[config.mk]
export PLATFORM = sky130hd
export DESIGN_NAME = mmio_periph
export DESIGN_NICKNAME = d
export VERILOG_FILES = /design/src/rtl/periph_pkg.sv /design/src/rtl/mmio_periph_uart_tx.sv /design/src/rtl/mmio_periph.sv
export SDC_FILE = /design/constraint.sdc
export NUM_CORES = 1
export LEC_CHECK = 0
export ABC_AREA = 1
export CAP_MARGIN = 25
export CORE_UTILIZATION = 23
export DETAILED_ROUTE_END_ITERATION = 10
export GPL_TIMING_DRIVEN = 1
export PLACE_DENSITY_LB_ADDON = 0.12
export SLEW_MARGIN = 5
export SYNTH_ARGS = -nofsm -noshare
export SYNTH_HDL_FRONTEND = slang
export SYNTH_SLANG_ARGS = --single-unit
[constraint.sdc]
create_clock -name clk -period 3.1 [get_ports clk]
set_clock_uncertainty 0.2 [all_clocks]
set_input_delay 0.62 -clock clk [delete_from_list [all_inputs] [get_ports clk]]
set_output_delay 0.62 -clock clk [all_outputs]
set_load 0.01 [all_outputs]
[src/rtl/periph_pkg.sv]
// Shared definitions for the memory-mapped display/timer/UART peripheral.
package periph_pkg;

  localparam logic [11:0] OFF_DISPLAY     = 12'h000;
  localparam logic [11:0] OFF_TIMER       = 12'h004;
  localparam logic [11:0] OFF_UART_DATA   = 12'h008;
  localparam logic [11:0] OFF_UART_STATUS = 12'h00C;

  localparam int STAT_FULL     = 0;
  localparam int STAT_EMPTY    = 1;
  localparam int STAT_BUSY     = 2;
  localparam int STAT_OVERFLOW = 3;

  typedef enum logic [1:0] {
    UART_IDLE,
    UART_START,
    UART_DATA,
    UART_STOP
  } uart_state_e;

endpackage

[src/rtl/mmio_periph_uart_tx.sv]
// 8N1 UART transmitter: takes one byte per frame when idle, shifts it out LSB first.
//
// state      | meaning
// UART_IDLE  | line high, accepts next byte when valid_i
// UART_START | start bit (low) for CLKS_PER_BIT cycles
// UART_DATA  | eight data bits, LSB first
// UART_STOP  | stop bit (high), then back to idle
module uart_tx
  import periph_pkg::*;
#(
  parameter int CLKS_PER_BIT = 868
) (
  input  logic       clk,
  input  logic       reset_ni,
  input  logic       valid_i,
  input  logic [7:0] data_i,
  output logic       ready_o,
  output logic       busy_o,
  output logic       tx_o
);

  localparam logic [15:0] BAUD_LAST = 16'(CLKS_PER_BIT - 1);

  uart_state_e state, state_d;
  logic [15:0] baud_cnt, baud_d;
  logic [2:0]  bit_cnt, bit_d;
  logic [7:0]  shift, shift_d;

  always_ff @(posedge clk) begin
    if (!reset_ni) begin
      state    <= UART_IDLE;
      baud_cnt <= '0;
      bit_cnt  <= '0;
      shift    <= '0;
    end else begin
      state    <= state_d;
      baud_cnt <= baud_d;
      bit_cnt  <= bit_d;
      shift    <= shift_d;
    end
  end

  // baud_cnt counts down; reaching zero marks the last cycle of the current bit
  always_comb begin
    state_d = state;
    baud_d  = baud_cnt;
    bit_d   = bit_cnt;
    shift_d = shift;
    tx_o    = 1'b1;
    case (state)
      UART_IDLE: begin
        if (valid_i) begin
          shift_d = data_i;
          baud_d  = BAUD_LAST;
          bit_d   = '0;
          state_d = UART_START;
        end
      end
      UART_START: begin
        tx_o = 1'b0;
        if (baud_cnt == 16'd0) begin
          baud_d  = BAUD_LAST;
          state_d = UART_DATA;
        end else begin
          baud_d = baud_cnt - 16'd1;
        end
      end
      UART_DATA: begin
        tx_o = shift[0];
        if (baud_cnt == 16'd0) begin
          baud_d  = BAUD_LAST;
          shift_d = {1'b0, shift[7:1]};
          if (bit_cnt == 3'd7) state_d = UART_STOP;
          else                 bit_d   = bit_cnt + 3'd1;
        end else begin
          baud_d = baud_cnt - 16'd1;
        end
      end
      UART_STOP: begin
        if (baud_cnt == 16'd0) state_d = UART_IDLE;
        else                   baud_d  = baud_cnt - 16'd1;
      end
      default: state_d = UART_IDLE;
    endcase
  end

  assign ready_o = (state == UART_IDLE);
  assign busy_o  = (state != UART_IDLE);

endmodule

[src/rtl/mmio_periph.sv]
// MMIO peripheral: display register, free-running timer, and a FIFO-fed UART transmitter.
module mmio_periph
  import periph_pkg::*;
#(
  parameter logic [19:0] BASE_HI      = 20'hF0000,
  parameter int          CLKS_PER_BIT = 868,
  parameter int          FIFO_DEPTH   = 4
) (
  input  logic        clk,
  input  logic        reset_ni,
  input  logic [31:0] addr_i,
  input  logic        we_i,
  input  logic [31:0] data_in_i,
  output logic [31:0] data_out_o,
  output logic [7:0]  display_o,
  output logic        tx_o
);

  localparam int             PW       = $clog2(FIFO_DEPTH);
  localparam logic [PW:0]    CNT_FULL = (PW + 1)'(FIFO_DEPTH);
  localparam logic [PW:0]    CNT_ONE  = (PW + 1)'(1);
  localparam logic [PW-1:0]  PTR_ONE  = PW'(1);

  logic          sel, wr;
  logic [11:0]   off;
  logic [7:0]    display;
  logic [31:0]   timer;
  logic [7:0]    mem [FIFO_DEPTH];
  logic [PW-1:0] wptr, rptr;
  logic [PW:0]   count;
  logic          overflow;
  logic          full, empty, push_req, push, pop, clr_ovf;
  logic          tx_ready, tx_busy;

  assign sel      = (addr_i[31:12] == BASE_HI);
  assign off      = addr_i[11:0];
  assign wr       = we_i && sel;
  assign full     = (count == CNT_FULL);
  assign empty    = (count == '0);
  assign push_req = wr && (off == OFF_UART_DATA);
  // full is judged before the transmitter's same-cycle pop, so a push at full is always dropped
  assign push     = push_req && !full;
  assign pop      = tx_ready && !empty;
  assign clr_ovf  = wr && (off == OFF_UART_STATUS) && data_in_i[STAT_OVERFLOW];

  always_ff @(posedge clk) begin
    if (!reset_ni) begin
      display  <= '0;
      timer    <= '0;
      wptr     <= '0;
      rptr     <= '0;
      count    <= '0;
      overflow <= 1'b0;
    end else begin
      if (wr && off == OFF_DISPLAY) display <= data_in_i[7:0];
      if (wr && off == OFF_TIMER) timer <= data_in_i;
      else                        timer <= timer + 32'd1;
      if (push) wptr <= wptr + PTR_ONE;
      if (pop)  rptr <= rptr + PTR_ONE;
      if (push && !pop)      count <= count + CNT_ONE;
      else if (pop && !push) count <= count - CNT_ONE;
      if (push_req && full) overflow <= 1'b1;
      else if (clr_ovf)     overflow <= 1'b0;
    end
  end

  always_ff @(posedge clk) begin
    if (push) mem[wptr] <= data_in_i[7:0];
  end

  uart_tx #(.CLKS_PER_BIT(CLKS_PER_BIT)) u_tx (
    .clk      (clk),
    .reset_ni (reset_ni),
    .valid_i  (!empty),
    .data_i   (mem[rptr]),
    .ready_o  (tx_ready),
    .busy_o   (tx_busy),
    .tx_o     (tx_o)
  );

  always_comb begin
    data_out_o = '0;
    if (sel) begin
      case (off)
        OFF_DISPLAY: data_out_o = {24'h0, display};
        OFF_TIMER:   data_out_o = timer;
        OFF_UART_STATUS: begin
          data_out_o[STAT_FULL]     = full;
          data_out_o[STAT_EMPTY]    = empty;
          data_out_o[STAT_BUSY]     = tx_busy;
          data_out_o[STAT_OVERFLOW] = overflow;
        end
        default: data_out_o = '0;
      endcase
    end
  end

  assign display_o = display;

endmodule

After elaboration in Yosys (flattened, before gate mapping):

Memory sizes are Yosys's and may differ from the RTL's. A register that Yosys moved wholly into a read port is not among the register bits.
Index checks and enable logic that the tools add are counted.

* multiplexer cells: 30
* add/subtract/negate cells: 7
* equality and inequality tests: 16
* reduce and logical (&&, ||, !) cells: 28

Operators with widths (number)
* 32-bit two-way mux: 2
* 28-bit case mux with 2 select lines: 1
* 16-bit two-way mux: 3
* 16-bit case mux with 3 select lines: 1
* 32-bit by 1-bit adder with 32-bit output (second input constant): 1
* 12-bit by 4-bit == test with 1-bit output (second input constant): 2
* 20-bit == test (second input constant): 1
* 16-bit logical NOT: 1
* 8-bit two-way mux: 2
* 8-bit case mux with 2 select lines: 1
* 16-bit by 1-bit subtractor with 16-bit output (second input constant): 1
* 3-bit two-way mux: 5
* 2-bit two-way mux: 7
* 12-bit by 3-bit == test with 1-bit output (second input constant): 1
* 12-bit logical NOT: 1
* 4-bit case mux with 3 select lines: 1
* 1-bit logical AND: 11
* 2-bit by 1-bit != test with 1-bit output (second input constant): 4
* 2-bit case mux with 4 select lines: 1
* 2-bit nonzero test: 4
* 3-bit by 1-bit adder with 3-bit output (second input constant): 2
* 3-bit == test (second input constant): 2
* 2-bit != test (second input constant): 3
* 3-bit case mux with 2 select lines: 1
* 14 further kinds: 22

* input port bits: 67
* memories kept: 1
* memory bits (writable): 32
* output and inout bits: 41
* flip-flop bits (word level): 77

Memories
* mem: words 4, bits a word 8, rd ports 1, clocked after Yosys merged registers in 1, wr ports 1, RTL line mmio_periph.sv:28 `logic [7:0] mem [FIFO_DEPTH];`

Logic depth before layout (Yosys ltp):

Gate-level depths: netlist (run 1).

* word-level depth: 8
* depth in mapped cells: 15
* mapped depth without buffers: 15

By module:

From an unflattened synthesis (run 1), not the netlist that was laid out.

* cells, all modules: 938
* area, all modules: 6411.1 um^2

Modules (own cells, without submodules)
* mmio_periph: times used 1, sequential area each 1961.9 um^2, area an instance 4659.5 um^2, cells an instance 665
* uart_tx: times used 1, sequential area each 580.6 um^2, area an instance 1751.7 um^2, cells an instance 273

Least setup slack after synthesis (run 1):

No wires, ideal clock.

* path kind: in2reg
* from: input addr_i[19]
* to: register count[2]
* stages: 14
* setup time: 0.122 ns
* data required time: 2.778 ns
* arrival time: 2.432 ns
* slack: 0.345 ns
* cells stage by stage: nor2_1 -> nand2_1 -> nor2_2 -> nand3_1 -> nor2_4 -> nand3_1 -> inv_1 -> ha_1 -> inv_1 -> fa_1 -> a21oi_1 -> o21ai_0 -> o21ai_0 -> a21oi_1

* longest elaborated chain between the ends: 7
* elaborated cells on any way between the ends: 9
* classes of those cells: eq/ne: 1; mux: 1; reduce/logical: 7

Ends and longest elaborated chain
* from (decl): RTL line mmio_periph.sv:11 `input logic [31:0] addr_i,`
* 20-bit == test *: RTL line mmio_periph.sv:35 `assign sel = (addr_i[31:12] == BASE_HI);`
* 1-bit logical AND *: RTL line mmio_periph.sv:37 `assign wr = we_i && sel;`
* 1-bit logical AND *: RTL line mmio_periph.sv:40 `assign push_req = wr && (off == OFF_UART_DATA);`
* 1-bit logical AND *: RTL line mmio_periph.sv:42 `assign push = push_req && !full;`
* via push: RTL line mmio_periph.sv:32 `logic full, empty, push_req, push, pop, clr_ovf;`
* 1-bit logical NOT: RTL line mmio_periph.sv:61 `else if (pop && !push) count <= count - CNT_ONE;`
* 1-bit logical AND: RTL line mmio_periph.sv:61
* 2-bit nonzero test (no line)
* to (signal assigned): RTL line mmio_periph.sv:60 `if (push && !pop) count <= count + CNT_ONE;`
* to (signal assigned): RTL line mmio_periph.sv:61
* to (decl): RTL line mmio_periph.sv:30 `logic [PW:0] count;`

The timed path passes the listed nets; every way through them passes the cells marked *.
A chain may end at the register's enable or synchronous reset.

Final worst setup path (run 1):

* from: input addr_i[15]
* to: output data_out_o[0]

* longest elaborated chain between the ends: 2

Ends and longest elaborated chain
* 20-bit == test: RTL line mmio_periph.sv:35
* 32-bit two-way mux: RTL line mmio_periph.sv:83 `if (sel) begin`
* to (decl): RTL line mmio_periph.sv:14 `output logic [31:0] data_out_o,`

Every way passes these cells.

==> metrics.cfg, run 1 <==
[critical_path]
cp_common_cell=buf_6
path_class=input pin to output pin
startpoint=addr_i[15]
worstPathMaxFanout=3
worstPathCellList=clkdlybuf4s50_1 > nor2_1 > nand2_2 > nor2_4 > nand3_4 > a31oi_4 > buf_6 > buf_12 > buf_6 > nand2_4 > inv_2 > buf_6
worstPathRequired_ns=2.28
reg2reg_from=u_tx.state[0]
critPathLaunchType=input pin
cp_top_family=buffers and inverters
cp_num_buf_inv=6
critPathArrivalTime_ns=2.20
critPathCaptureType=output pin
cp_slowest_cell=clkdlybuf4s50_1
cpPeakStageDelay_ns=0.40

[timing]
whs_ns=0.2667
min_period_ns=3.017
rsz0062_at_grt=false
setup_viol=0
fmax_mhz=331.4
finalHoldViolCount=0
post-route-period-util=0.9734
worst_slew_pin_slew_ns=0.5797
relSlewSlack=0.6130
setup_slack_ns=0.08259
maxSlewViolCount=0

[yosys]
synth_seq_cells=111
synth-seq-area-share=0.3955
synth_area_leader_cell=dfxtp_1
yosys.area.top_type_share=0.2460
synthDistinctLibCells=39
syn_area_um2=6429
synth.avg_cell_area_um2=6.839
syn_nets=1022
yosys_warnings=0
synthFlopType=dfxtp_1
ys_async_sr_fraction=0
synth_edf_count=32
synth_most_common_cell=nor2_1
synth_commonest_cells=nor2_1, nand2_1, inv_1, dfxtp_1, o21ai_0
syn_inst=940
ys_top_cells_by_area=dfxtp_1, edfxtp_1, nor2_1, nand2_1, o21ai_0

[run]
cap_violations=0

[placed_design]
gp_congestion=0.7943
pre_cts_slack_ns=-0.4375
hpwl_um=15320
io_buffers=107

[cts]
cts_tree=built
cts_buffer_depth=2
clk_latency_ns=0.36
numClockSinks=111
numCtsBuffers=9
cts_root_buf=clkbuf_16
htreeDepth=3
cts_hold_buf=0
cts.clk_slew.worst_paths_ns=0.08

[final_layout]
multi_input_area_um2=3565
drive_gt1_frac=0.1359
seq_area_um2=2542
final_core_util=0.3174
final_net_count=1159
areaGrowthSynthToFinish_pct=34.20
antenna-diode-count=0
nFillCells=3054

[power_and_ir_drop]
leakagePower_nw=3.564
ir_drop_mv=0.2838
total_power_mw=5.060
power_density_nw_per_um2=586.5

[routing]
drtAntennaViolNets=0
wl_per_cell_um=13.60
dr.pass1.iters=4
totalWireLength_um=19780
drc_errors=0
via_per_inst=4.252
num_vias=6182
first_iter_violations=349

[global_routing]
grt_max_degree=30
grt_usage=0.1394
antenna_found_initial=0
overflow=0
grt_pass1_wl_um=31060
grt_pass1_vias=5860

[run_status]
outcome=finished clean

[die]
core_um2=27180
die_h_um=169.2
ios=108
dieArea_um2=28620
die_x_um=169.2
start_util=0.2366
rows=60

[hold_path]
hold_class=register to register
hp-start=rptr[1]

metrics by stage:
| stage | instance area [um^2] | TNS, ns | cells |
|---|---|---|---|
| after floorplan | 6429 | 0 | 940 |
| after global placement | 8110 | -10.76 | 1427 |
| after detailed placement | 8110 | -11.98 | 1427 |
| after CTS | 8499 | -0.1532 | 1449 |
| after global routing | 8627 | 0 | 1454 |
| final | 8627 | 0 | 1454 |
metal layers:
metal / GRT usage / vias up / part of all wire
met2: 0.2276 / 114 / 0.46
li1: - / 3265 / -
met4: 0.03643 / 0 / 0.0096
met3: 0.02239 / 13 / 0.040
met5: 0 / - / 0
met1: 0.1901 / 2790 / 0.49
power by group:
group / switching [mW] / internal (mW)
Sequential: 0.162 / 1.66
Clock: 0.608 / 0.563
Combinational: 1.35 / 0.723
Total: 2.12 / 2.94
path summary, 6_finish.rpt:
kind,slack [ns],to,cells after the start
setup / recovery,0.08,data_out_o[0],12
hold / removal,0.27,register,2
setup reg to reg,0.46,count[1],10
hold reg to reg,0.27,register,2
sequential cells by signal, summed over array words and instances (netlist names), named ones only:
register,count
count,3
rptr,2
timer,32
u_tx.bit_cnt,3
wptr,2
u_tx.shift,8
u_tx.baud_cnt,16
overflow,1
mem,32
u_tx.state,2
display_o,8
tightest hold or removal path, stage by stage, from the launching register on:
cell and delay, ns:
dfxtp_1 0.31, inv_1 0.05, a21oi_1 0.07
layout make-up:
class                   count  share of cell area
clock buffers               9             0.02611
well taps                 372             0.05395
flip-flops and latches    111              0.2947
repair buffers            151              0.1652
multi-input cells         715              0.4132
clock inverters             7            0.006672
inverters                  89             0.04017
kinds of logic after synthesis:
family,count (synthesis),synth area share
fa+ha+maj,15,0.03036
compound gates,116,0.09226
flops,111,0.3955
xor+xnor,23,0.03133
simple gates,561,0.3772
buf+inv,114,0.07337
cells in the final DEF (no fill, tap or decap), drive strengths merged, types with 8 or more instances in the layout:
cell,count
clkdlybuf4s50,57
nand2,218
clkbuf,22
nor2,259
dlymetal6s2s,9
clkdlybuf4s15,8
dfxtp,79
dlygate4sd2,13
ha,14
o21ai,89
edfxtp,32
buf,51
nand4,13
xor2,19
nor3,30
inv,93
nand3,34
a21oi,23
repair_timing:
item / CTS / global route
pin swaps: 8 / 14
setup buffers: 6 / 4
endpoints found under the setup margin: 32 / 31
resized for setup: 87 / 74
gates cloned: 0 / 1
Power figures use the tool's default switching activity.
==> run 2, diff against run 1 <==
DONT_BUFFER_PORTS = 1   (was unset)
==> run 2 against run 1 <==
  * Non-clock buffer count fell by 119
  * Critical path depth down 3
  * Routed wire length fell by 3.0%
  * Via count down 8.5%
  * Register-to-register slack improved by 0.09 ns
  * Clock-buffer cell count is 1 higher
  * First-iteration DRC count shrank 27%
  * Die area is the same
  * Maximum frequency grew 5.8%
  * Combinational power down 5%
  * Core utilization fell by 4.9 points
  * Sequential power about the same
==> metrics.cfg, run 2 (same netlist as run 1, synthesis figures left out) <==
[cts]
cts_buffer_depth=2  ; unchanged
cts_root_buf=clkbuf_16
clk_latency_ns=0.36  ; about the same
htreeDepth=3  ; unchanged
numClockSinks=111  ; unchanged
postCtsSetupRepairBufs=0  ; -6
cts.clk_slew.worst_paths_ns=0.08  ; about the same
cts_hold_buf=0  ; unchanged
numCtsBuffers=9  ; unchanged
cts_tree=built

[die]
ios=108  ; unchanged
rows=60  ; unchanged
dieArea_um2=28620  ; unchanged
core_um2=27180  ; unchanged
start_util=0.2366  ; unchanged
die_x_um=169.2  ; unchanged
die_h_um=169.2  ; unchanged

[global_routing]
grt_pass1_vias=5699  ; -2.7%
grt_usage=0.1394  ; about the same
antenna_found_initial=0  ; unchanged
grt_pass1_wl_um=30750  ; -1.0%
overflow=0  ; unchanged
grt_max_degree=69  ; +130%

[critical_path]
cpPeakStageDelay_ns=0.28  ; -0.12 ns
critPathLaunchType=input pin
worstPathMaxFanout=29  ; +26
cp_common_cell=nand2_1
reg2reg_from=u_tx.state[0]
cp_slowest_cell=buf_6
critPathArrivalTime_ns=2.03  ; -0.17 ns
worstPathCellList=nor2_1 > nand2_1 > nor2_2 > nand3_1 > buf_6 > a31oi_1 > buf_4 > nand2_1 > inv_1
startpoint=addr_i[15]
cp_num_buf_inv=3  ; -3
ff2ff_setup_slack_ns=0.55  ; +0.09 ns
critPathCaptureType=output pin
worstPathRequired_ns=2.28  ; about the same
cp_top_family=simple AND/OR/NAND/NOR gates
path_class=input pin to output pin

[routing]
wl_per_cell_um=14.37  ; +5.7%
drc_errors=0  ; unchanged
drtAntennaViolNets=0  ; unchanged
first_iter_violations=255  ; -27%
totalWireLength_um=19190  ; -3.0%
dr.pass1.iters=5  ; +1
via_per_inst=4.236  ; -0.37%
num_vias=5655  ; -8.5%

[timing]
whs_ns=0.1509  ; -0.1158 ns
finalHoldViolCount=0  ; unchanged
post-route-period-util=0.9197  ; -0.05362
setup_tns_ns=0  ; unchanged
relSlewSlack=0.6124  ; -0.0006190
rsz0062_at_grt=false
worst_slew_pin_slew_ns=0.5806  ; +0.0009274 ns
maxSlewViolCount=0  ; unchanged
setup_viol=0  ; unchanged
min_period_ns=2.851  ; -0.1662 ns
fmax_mhz=350.7  ; +5.8%

[hold_path]
hp-start=data_in_i[1]
hold_class=input pin to register

[final_layout]
fin_cells=1335  ; -8.2%
drive_gt1_frac=0.08827  ; -0.04759
largestRegisters=mem: 32 flops, timer: 32 flops, u_tx.baud_cnt: 16 flops
multi_input_area_um2=3415  ; -4.2%
seq_area_um2=2542  ; unchanged
final_cell_mix=nor2_1, nand2_1, inv_1
areaGrowthSynthToFinish_pct=13.33
final_common_cell=nor2_1
nFillCells=3086  ; +1.0%
antenna-diode-count=0  ; unchanged
final_net_count=1040  ; -10%

[power_and_ir_drop]
p_sw_frac=0.4215  ; +0.002903
leakagePower_nw=2.875  ; -19%
ir_drop_mv=0.2761  ; -2.7%
p_clk_frac=0.237  ; +0.005
p_sw_mw=2.086  ; -1.5%
power.internal_mw=2.864  ; -2.7%
sequentialPowerShare=0.367  ; +0.008
power.combinational.fraction=0.397  ; -0.012
power_density_nw_per_um2=679.4  ; +16%

[placed_design]
gp_congestion=0.7932  ; -0.14%
place_inst=1319  ; -7.6%
io_buffers=0  ; -100%
hpwl_um=14640  ; -4.5%

[run_status]
outcome=finished clean

[run]
cap_violations=0  ; unchanged

==> run 2: power groups by stage <==
stage                     registers, mW  clock network [mW]  logic (mW)
final                              1.82                1.17        1.96
after global routing               1.85                1.27        2.30
after detailed placement           1.85                   0        1.99
after global placement             1.85                   0        2.00
after CTS                          1.82                1.22        2.00
after floorplan                    1.81                   0        1.57
==> run 2: path summary, 6_finish.rpt <==
path / endpoint / cells after the start
worst max-delay path: data_out_o[2] / 9
worst min register to register: register / 2
worst min-delay path: mem[0][1] / 0
worst max register to register: count[2] / 12
==> run 2: cell type report <==
| class | count | area share |
|---|---|---|
| Clock buffer | 10 | 0.03143 |
| Clock inverter | 6 | 0.007385 |
| Inverter | 89 | 0.04620 |
| Multi-Input combinational cell | 715 | 0.4687 |
| Sequential cell | 111 | 0.3490 |
| Tap cell | 372 | 0.06388 |
| Timing Repair Buffer | 32 | 0.03349 |
==> run 2: metal layers <==
metal | part of all wire | GRT usage | vias to the layer above
li1 | - | - | 3026
met1 | 0.50 | 0.1896 | 2521
met2 | 0.44 | 0.2244 | 95
met3 | 0.044 | 0.02775 | 13
met4 | 0.011 | 0.03604 | 0
met5 | 0 | 0 | -
==> run 2: timing repair <==
action,in CTS,in global routing
hold endpoints to repair,0,0
gates resized for setup,0,1
setup endpoints to repair,0,1
==> run 2: stage by stage <==
stage                     utilization  setup WS, ns  power [mW]  cell area (um^2)
after floorplan                     -        0.3455       3.380              6429
after CTS                      0.2680        0.1474       5.028              7282
after detailed placement       0.2576        0.1515       3.835              6999
after global placement         0.2576        0.1512       3.850              6999
final                          0.2681        0.2488       4.950              7286
after global routing           0.2681       0.04270       5.418              7286
==> RTL edit: new RTL, settings of run 2 <==
The parameter `FIFO_DEPTH` goes from 4 to 2.
--- a/src/rtl/mmio_periph.sv
+++ b/src/rtl/mmio_periph.sv
@@ -5,5 +5,5 @@
   parameter logic [19:0] BASE_HI      = 20'hF0000,
   parameter int          CLKS_PER_BIT = 868,
-  parameter int          FIFO_DEPTH   = 4
+  parameter int          FIFO_DEPTH   = 2
 ) (
   input  logic        clk,
Behaviour: not the same (a bounded check fails within 4 cycles, from zero or initial values and one cycle with reset_ni low).
==> RTL edit against run 2 <==
  * Hold slack better by 0.0039 ns
  * Total power down 6.5%
  * Utilization about the same
  * Global-route usage up 0.97 points
  * Wire length down 8.7%
  * Critical path depth down 2
  * Final cell count down 11%
  * Area after synthesis down 13%
  * Sequential cell count down 20
  * Setup slack better by 0.20 ns
  * Design area down 13%
  * Largest cell class unchanged
==> RTL edit: results (changes against run 2) <==
[outcome]
status=finished clean

[yosys]
synth-edff-count=16  ; -50%
seq_area_frac_synth_pct=35.6  ; -4.0 points
yosys-top-cells-area=dfxtp_1, nand2_1, nor2_1, edfxtp_1, inv_1
yosysUniqueCellTypes=36  ; -7.7%
yosysWarnings=0  ; unchanged
synthesis.nets=928  ; -9.2%
synthFlopType=dfxtp_1
ys_async_sr_fraction_pct=0  ; unchanged
synth_common_cells=nand2_1, nor2_1, dfxtp_1

[power]
switching_share_pct=43.9  ; +1.8 points
peakVddDrop_mv=0.243  ; -12%
p_leak_nw=2.42  ; -16%

[clocking]
cts_root_buffer=clkbuf_16
h-tree-depth=3  ; unchanged
post_cts.repair.setup_buffers=0  ; unchanged
cts_buffer_depth=2  ; unchanged
insertion_delay_ns=0.35
cts_resized=0  ; unchanged

[grt]
antenna_found_initial=0  ; unchanged
track_usage_pct=14.9  ; +0.97 points
grt_pass1_vias=5031  ; -12%
grt_max_degree=54  ; -22%
grt_remaining_overflow=0  ; unchanged
grt_first_pass_wirelength_mm=28.1  ; -8.7%

[min_path]
whs_path_depth=0  ; unchanged
holdPathEnd=mem[1][0]
hp-start=data_in_i[0]

[placement]
dp_hpwl_mm=13.4  ; -8.1%
numPortBuffers=0  ; unchanged
globalplace.congestion=0.854  ; +7.6%

[critical_path]
startpoint=addr_i[1]
crit_arrival_ns=1.83  ; -0.20 ns
cp_max_fo=9  ; -69%
rr_startpoint=u_tx.state[1]
ff2ff_path_depth=10  ; -2
r2r_setup_slack_ns=0.66  ; +0.11 ns
r2r-end=count[1]

[detailed_routing]
post_drt_wl_per_cell_um=14.8  ; +2.8%
drt-initial-drc-count=277  ; +8.6%
detailroute.via_count=5175  ; -8.5%
dr.pass1.iters=5  ; unchanged

[cells_and_area]
nNetsFinal=939  ; -9.7%
reg.largest.list=timer: 32 flops, mem: 16 flops, u_tx.baud_cnt: 16 flops
drive_gt1_share_pct=9.80  ; +0.98 points
num-fill-cells=2712  ; -12%

[timing]
setup_viol=0  ; unchanged
worstMarginPinSlew_ns=0.790  ; +0.210 ns
tns_ns=0  ; unchanged

-- RTL edit: cell types whose count changed in the layout (fill, tap and decap cells not counted), moves of 14 or more --
| cell | before | now |
|---|---|---|
| o21ai_0 | 69 | 19 |
| nor2_1 | 245 | 189 |
| nand3_1 | 30 | 46 |
| nand2_1 | 209 | 223 |
| a21oi_1 | 22 | 38 |
| edfxtp_1 | 32 | 16 |
-- RTL edit: power groups by stage --
stage	Combinational [mW]	Sequential (mW)	Clock (mW)
finish	1.90	1.55	1.18
floorplan	1.59	1.51	0
CTS	1.93	1.55	1.23
detailed placement	1.92	1.58	0
global route	2.19	1.57	1.27
global placement	1.93	1.58	0
-- RTL edit: worst max path at each step --
stage	end	slack [ns]	depth (start not counted)
finish	data_out_o[5]	0.45	7
global route	data_out_o[5]	0.26	7
CTS	tx_o	0.44	3
detailed placement	data_out_o[6]	0.46	7
global placement	data_out_o[6]	0.48	7
floorplan	data_out_o[18]	0.69	6
-- RTL edit: critical path: stages --
cell	delay (ns)
nor2_2	0.16
nand3_2	0.12
nor2_4	0.14
nand3_1	0.16
inv_2	0.19
nand2_1	0.07
a21oi_1	0.38
-- RTL edit: routing by layer --
metal  routed length (um)  GRT usage (%)
met5                    0              0
met4                  182           4.16
met3                  588           2.38
met2                 8040           24.4
met1                 8700           20.2
-- RTL edit: layout make-up --
class | count | area, um2 | area share [%]
timing repair buffer | 20 | 150 | 2.37
inverter | 81 | 310 | 4.91
multi-input combinational | 659 | 3170 | 50.1
clock inverter | 7 | 88.8 | 1.40
sequential | 91 | 1980 | 31.3
clock buffer | 9 | 225 | 3.56
tap | 319 | 399 | 6.31
-- RTL edit: cell families (layout without fill, tap and decap cells) --
kind of cell,Yosys count,in the layout,share of synthesized area (%)
buf+inv,101,117,7.53
mux,14,14,2.67
simple gates,529,529,41.1
fa+ha+maj,10,10,2.25
xor+xnor,19,19,2.99
flops,91,91,35.6
compound gates,87,87,7.89
-- RTL edit: through the flow --
stage               std cells  hold slack [ns]  cell area (um2)  setup slack (ns)  utilization [%]
global placement         1170            0.243             6010             0.484             25.5
finish                   1186            0.155             6320             0.447             26.8
global route             1186            0.134             6320             0.258             26.8
CTS                      1186            0.134             6320             0.436             26.8
floorplan                 851            0.226             5570             0.688                -
detailed placement       1170            0.244             6010             0.462             25.5
